$ cat src/rtl/clk_div_gen.sv
// clk_div_gen: programmable clock divider with a glitch-free runtime ratio update
// through a one-deep valid/ready slot, plus a stop that always completes its period.
module clk_div_gen #(
  parameter int W           = 8,
  parameter int DEFAULT_DIV = 4
) (
  input  logic         clk,
  input  logic         rst,
  input  logic         en,
  input  logic         cfg_valid,
  input  logic [W-1:0] cfg_div,
  output logic         cfg_ready,
  output logic         cfg_err,
  output logic         clk_out,
  output logic         tick,
  output logic         running,
  output logic [W-1:0] cur_div
);

  typedef enum logic {
    IDLE,
    RUN
  } state_e;

  localparam logic [W-1:0] DEF_DIV = W'(DEFAULT_DIV);
  localparam logic [W-1:0] ONE     = W'(1);
  localparam logic [W-1:0] TWO     = W'(2);

  state_e       state_q, state_d;
  logic [W-1:0] cnt_q, cnt_d;
  logic [W-1:0] div_q, div_d;
  logic [W-1:0] pend_q, pend_d;
  logic         full_q, full_d;
  logic         clk_q, clk_d;
  logic         tick_q, tick_d;
  logic         err_q, err_d;

  logic         accept;
  logic         legal;
  logic         last;
  logic [W-1:0] cnt_inc;

  // High phase is the ceiling half, so odd ratios lean high.
  function automatic logic [W-1:0] hi_of(input logic [W-1:0] d);
    return d - (d >> 1);
  endfunction

  assign accept  = cfg_valid && !full_q;
  assign legal   = (cfg_div >= TWO);
  assign last    = (cnt_q == (div_q - ONE));
  assign cnt_inc = cnt_q + ONE;

  always_comb begin
    state_d = state_q;
    cnt_d   = cnt_q;
    div_d   = div_q;
    pend_d  = pend_q;
    full_d  = full_q;
    clk_d   = 1'b0;
    tick_d  = 1'b0;
    err_d   = accept && !legal;

    unique case (state_q)
      IDLE: begin
        // A value left pending by a stop is flushed here so the slot frees up.
        if (full_q) begin
          div_d  = pend_q;
          full_d = 1'b0;
        end else if (accept && legal) begin
          div_d = cfg_div;
        end
        cnt_d = '0;
        if (en) begin
          state_d = RUN;
          clk_d   = 1'b1;
          tick_d  = 1'b1;
        end
      end
      RUN: begin
        if (accept && legal) begin
          pend_d = cfg_div;
          full_d = 1'b1;
        end
        if (!last) begin
          cnt_d = cnt_inc;
          clk_d = (cnt_inc < hi_of(div_q));
        end else begin
          if (full_q) begin
            div_d  = pend_q;
            full_d = 1'b0;
          end
          cnt_d = '0;
          if (en) begin
            clk_d  = 1'b1;
            tick_d = 1'b1;
          end else begin
            state_d = IDLE;
          end
        end
      end
      default: begin
        state_d = IDLE;
        cnt_d   = '0;
      end
    endcase
  end

  always_ff @(posedge clk or posedge rst) begin
    if (rst) begin
      state_q <= IDLE;
      cnt_q   <= '0;
      div_q   <= DEF_DIV;
      pend_q  <= '0;
      full_q  <= 1'b0;
      clk_q   <= 1'b0;
      tick_q  <= 1'b0;
      err_q   <= 1'b0;
    end else begin
      state_q <= state_d;
      cnt_q   <= cnt_d;
      div_q   <= div_d;
      pend_q  <= pend_d;
      full_q  <= full_d;
      clk_q   <= clk_d;
      tick_q  <= tick_d;
      err_q   <= err_d;
    end
  end

  assign cfg_ready = !full_q;
  assign cfg_err   = err_q;
  assign clk_out   = clk_q;
  assign tick      = tick_q;
  assign running   = (state_q == RUN);
  assign cur_div   = div_q;

endmodule

$ cat config.mk
export PLATFORM = sky130hd
export DESIGN_NAME = clk_div_gen
export DESIGN_NICKNAME = d
export VERILOG_FILES = /design/src/rtl/clk_div_gen.sv
export SDC_FILE = /design/constraint.sdc
export NUM_CORES = 1
export LEC_CHECK = 0
export CAP_MARGIN = 10
export CORE_ASPECT_RATIO = 0.9
export CORE_UTILIZATION = 50
export CTS_CLUSTER_DIAMETER = 60
export DETAILED_ROUTE_END_ITERATION = 6
export GPL_TIMING_DRIVEN = 0
export PLACE_DENSITY = 0.76
export SKIP_LAST_GASP = 1
export SYNTH_ARGS = -nofsm -noshare
export SYNTH_HDL_FRONTEND = slang
export SYNTH_SLANG_ARGS = --single-unit
$ cat constraint.sdc
create_clock -name clk -period 2.4 [get_ports clk]
set_input_delay 0.24 -clock clk [delete_from_list [all_inputs] [get_ports clk]]
set_output_delay 0.24 -clock clk [all_outputs]
set_load 0.01 [all_outputs]
==> results.py <==
metrics = {
    "synth": {
        "synth_compound_area_share_pct": 8.06,
        "syn_nets": 219,
        "synthXorXnorAreaFrac_pct": 11.4,
        "synthAdderAreaFrac_pct": 15.5,
        "synthesis.area_um2": 1990,
        "synth.distinct_cells": 41,
        "synthCells": 183,
        "ys_top_cells_by_area": "dfrtp_1, ha_1, mux2i_1, xnor2_1, mux2_2",
        "synth_top_family_by_area": "adder cells",
        "synth-simple-area-share_pct": 11.0,
        "synth_seq_area_share_pct": 36.6,
        "synth_top_cell_by_area": "dfrtp_1",
        "yosys-mux-area-fraction_pct": 13.1,
        "synth.yosys.warnings": 0,
        "avgSynthCellArea_um2": 10.9,
        "synth_seq_cells": 29,
        "synth_top_area_share_pct": 35.3,
    },
    "setup_path": {
        "path_delay_family": "adder cells",
        "critPathMaxFanout": 2,
        "required_ns": 2.61,
        "cp_slowest_stage_delay_ns": 0.42,
        "timing.critical_path.cells": "inv_4, ha_4, inv_1, fa_2, nand2b_1, a21oi_2, o21ai_1, a21oi_1, nor2_1, xor2_1, ha_1, a21o_1, a21oi_1, o211ai_1, mux2i_1",
        "cp_data_arrival_time_ns": 2.80,
        "crit_slowest_cell": "dfrtp_2",
        "path_buf_inv": 2,
        "cp-end-kind": "flip-flop",
        "cpMostUsedCell": "a21oi_1",
        "critPathKind": "flip-flop to flip-flop",
        "worst_setup_path_start_kind": "flip-flop",
    },
    "grt": {
        "antenna_found_initial": 0,
        "grt_usage_pct": 21.2,
        "grt_max_degree": 30,
        "grt_overflow": 0,
        "grt_pass1_wl_um": 6290,
        "grt_pass1_vias": 1384,
    },
    "drt": {
        "first_pass_iters": 2,
        "avgRoutedWirePerCell_um": 14.6,
        "ant_nets": 0,
        "via_per_inst": 5.19,
        "drt-total-wl_um": 3920,
        "drc_errors": 0,
        "drt_iter0_drc": 45,
        "vias": 1395,
    },
    "floorplan": {
        "core_area_um2": 3760,
        "die_h_um": 61.8,
        "dieArea_um2": 4230,
        "start_util_pct": 52.9,
        "row_count": 21,
        "die_width_um": 68.5,
        "ios": 25,
    },
    "flow_run": {
        "max-cap-violations": 0,
    },
    "placement": {
        "post-place-ws_ns": -0.298,
        "gp_congestion": 0.850,
        "post-place-cells": 253,
        "io_buffers": 24,
        "dpl.hpwl_um": 2930,
    },
    "status": {
        "violations": "setup timing",
        "status": "complete, but fails checks",
    },
    "pwr": {
        "power_mw": 4.22,
        "leakage_nw": 1.18,
        "powerDensity_nw_per_um2": 1630,
        "irDropWorstVdd_v": 0.000721,
    },
    "sta": {
        "slew_viol_final": 0,
        "post-route-min-period_ns": 2.60,
        "whs_ns": 0.314,
        "worst_slack_ns": -0.200,
        "fmax_mhz": 385,
        "fin_crit_sh_pct": 108,
        "finalSetupTns_ns": -0.200,
        "finalSetupViolations": 1,
        "worstMarginPinSlew_ns": 0.806,
        "hold_violations": 0,
        "grt_setup_unrepaired": "true",
        "fin_skew_ns": 0.00520,
        "slew_headroom_pct": 46.1,
    },
    "finish": {
        "stdcell_count": 269,
        "fin_nets": 258,
        "drive_gt1_share_pct": 21.1,
        "area_growth_syn_to_layout_pct": 30.0,
        "diodes": 0,
    },
    "clock_tree": {
        "clkSinkCount": 29,
        "clockBufferDepth": 2,
        "cts_hold_buf": 0,
        "cts_tree": "done",
        "worstSkewPairLatency_ns": 0.28,
        "clockRootBuffer": "clkbuf_8",
        "cts_buffers": 5,
        "clkTransAtPathRegs_ns": 0.06,
        "htreeDepth": 2,
    },
    "hold_path": {
        "min_path_type": "input pin to async pin",
    },
}
[synth_stat cells (all sizes together)]
cell type	count
dfrtp	28
ha	23
inv	18
mux2i	17
xnor2	14
xor2	11
nor2	9
mux2	8
nor2b	7
a21oi	6
nand2	5
nand3	4
a21boi	3
nand4	3
o21ai	3
a21o	2
clkbuf	2
nand2b	2
nor3	2
a221oi	1
a311oi	1
a31oi	1
and2	1
and3	1
and4	1
buf	1
dfstp	1
fa	1
nand3b	1
nor3b	1
nor4	1
o211ai	1
o21ba	1
o21bai	1
o31ai	1
[logic make-up (layout without fill, tap and decap cells)]
logic type | after synthesis | in the layout
AOI/OAI and AO/OA | 21 | 21
xor gates and xnor gates | 25 | 25
adders and majority gates | 24 | 24
buffers and inverters | 21 | 61
DFF | 29 | 29
muxes | 25 | 25
and+or+nand+nor | 38 | 38
[layer usage]
metal / wire length [um] / GRT usage [%] / vias up
li1: - / - / 702
met1: 1810 / 25.5 / 670
met2: 1970 / 37.0 / 18
met3: 92 / 4.38 / 5
met4: 53 / 8.93 / 0
met5: 0 / 0 / -
[state kept, by name, summed over array words and instances (netlist names)]
| register | count |
|---|---|
| cur_div | 8 |
| running | 1 |
| pend_q | 8 |
| cnt_q | 8 |
| clk_out | 1 |
| cfg_err | 1 |
| full_q | 1 |
| tick | 1 |
[layout by cell type, fill, tap and decap left out, drive strengths merged, types with 5 or more instances in the layout]
cell type and n:
nand2 5, mux2 8, nor2b 7, xor2 11, xnor2 14, a21oi 6, clkbuf 9, dfrtp 28
ha 23, clkdlybuf4s50 24, buf 9, mux2i 17, inv 18, nor2 9
[worst paths after layout]
path	cells past startpoint	slack (ns)	endpoint	from
worst min register to register	1	0.51	pend_q[7]$_DFFE_PP0P_	pend_q[7]$_DFFE_PP0P_
worst min-delay path	2	0.31	cur_div[4]$_DFFE_PP0P_	rst
max in group asynchronous	3	1.61	full_q$_DFF_PP0_	rst
min in group clk	1	0.51	pend_q[7]$_DFFE_PP0P_	pend_q[7]$_DFFE_PP0P_
worst max register to register	15	-0.20	clk_out$_DFF_PP0_	cur_div[0]$_DFFE_PP0P_
worst max-delay path	15	-0.20	clk_out$_DFF_PP0_	cur_div[0]$_DFFE_PP0P_
[metrics by stage]
| stage | instance area, um^2 | utilization [%] |
|---|---|---|
| finish | 2580 | 68.8 |
| global placement | 2320 | 61.7 |
| floorplan | 2020 | - |
| CTS | 2540 | 67.5 |
| global route | 2580 | 68.8 |
| detailed placement | 2320 | 61.7 |
[power breakdown]
part / internal [mW] / leakage, nW / switching [mW]
registers: 0.708 / 0.343 / 0.227
clock network: 0.338 / 0.0585 / 0.185
logic: 1.40 / 0.777 / 1.36
[timing repair]
item,CTS,global route
hold endpoints to repair,0,0
endpoints found under the setup margin,1,5
setup buffers,6,1
pin swaps,11,2
gates resized for setup,10,0
[layout make-up]
cell class	count	area (um^2)
clock buffer	7	86.3
buffer	3	20.0
timing repair buffer	32	333
fill	288	1170
clock inverter	1	30.0
multi-input combinational	133	1250
tap	46	57.6
inverter	18	72.6
sequential	29	731
[worst reg2reg max path, delay by kind of cell, from the launching register on]
kind	cells	cell delay, ns
adders and majority gates	3	0.76
AOI/OAI and AO/OA	6	0.68
DFF	1	0.42
and+or+nand+nor	2	0.23
xor gates and xnor gates	1	0.20
muxes	1	0.14
buffers and inverters	2	0.12
Note: power is estimated with default switching activity, not from simulation.
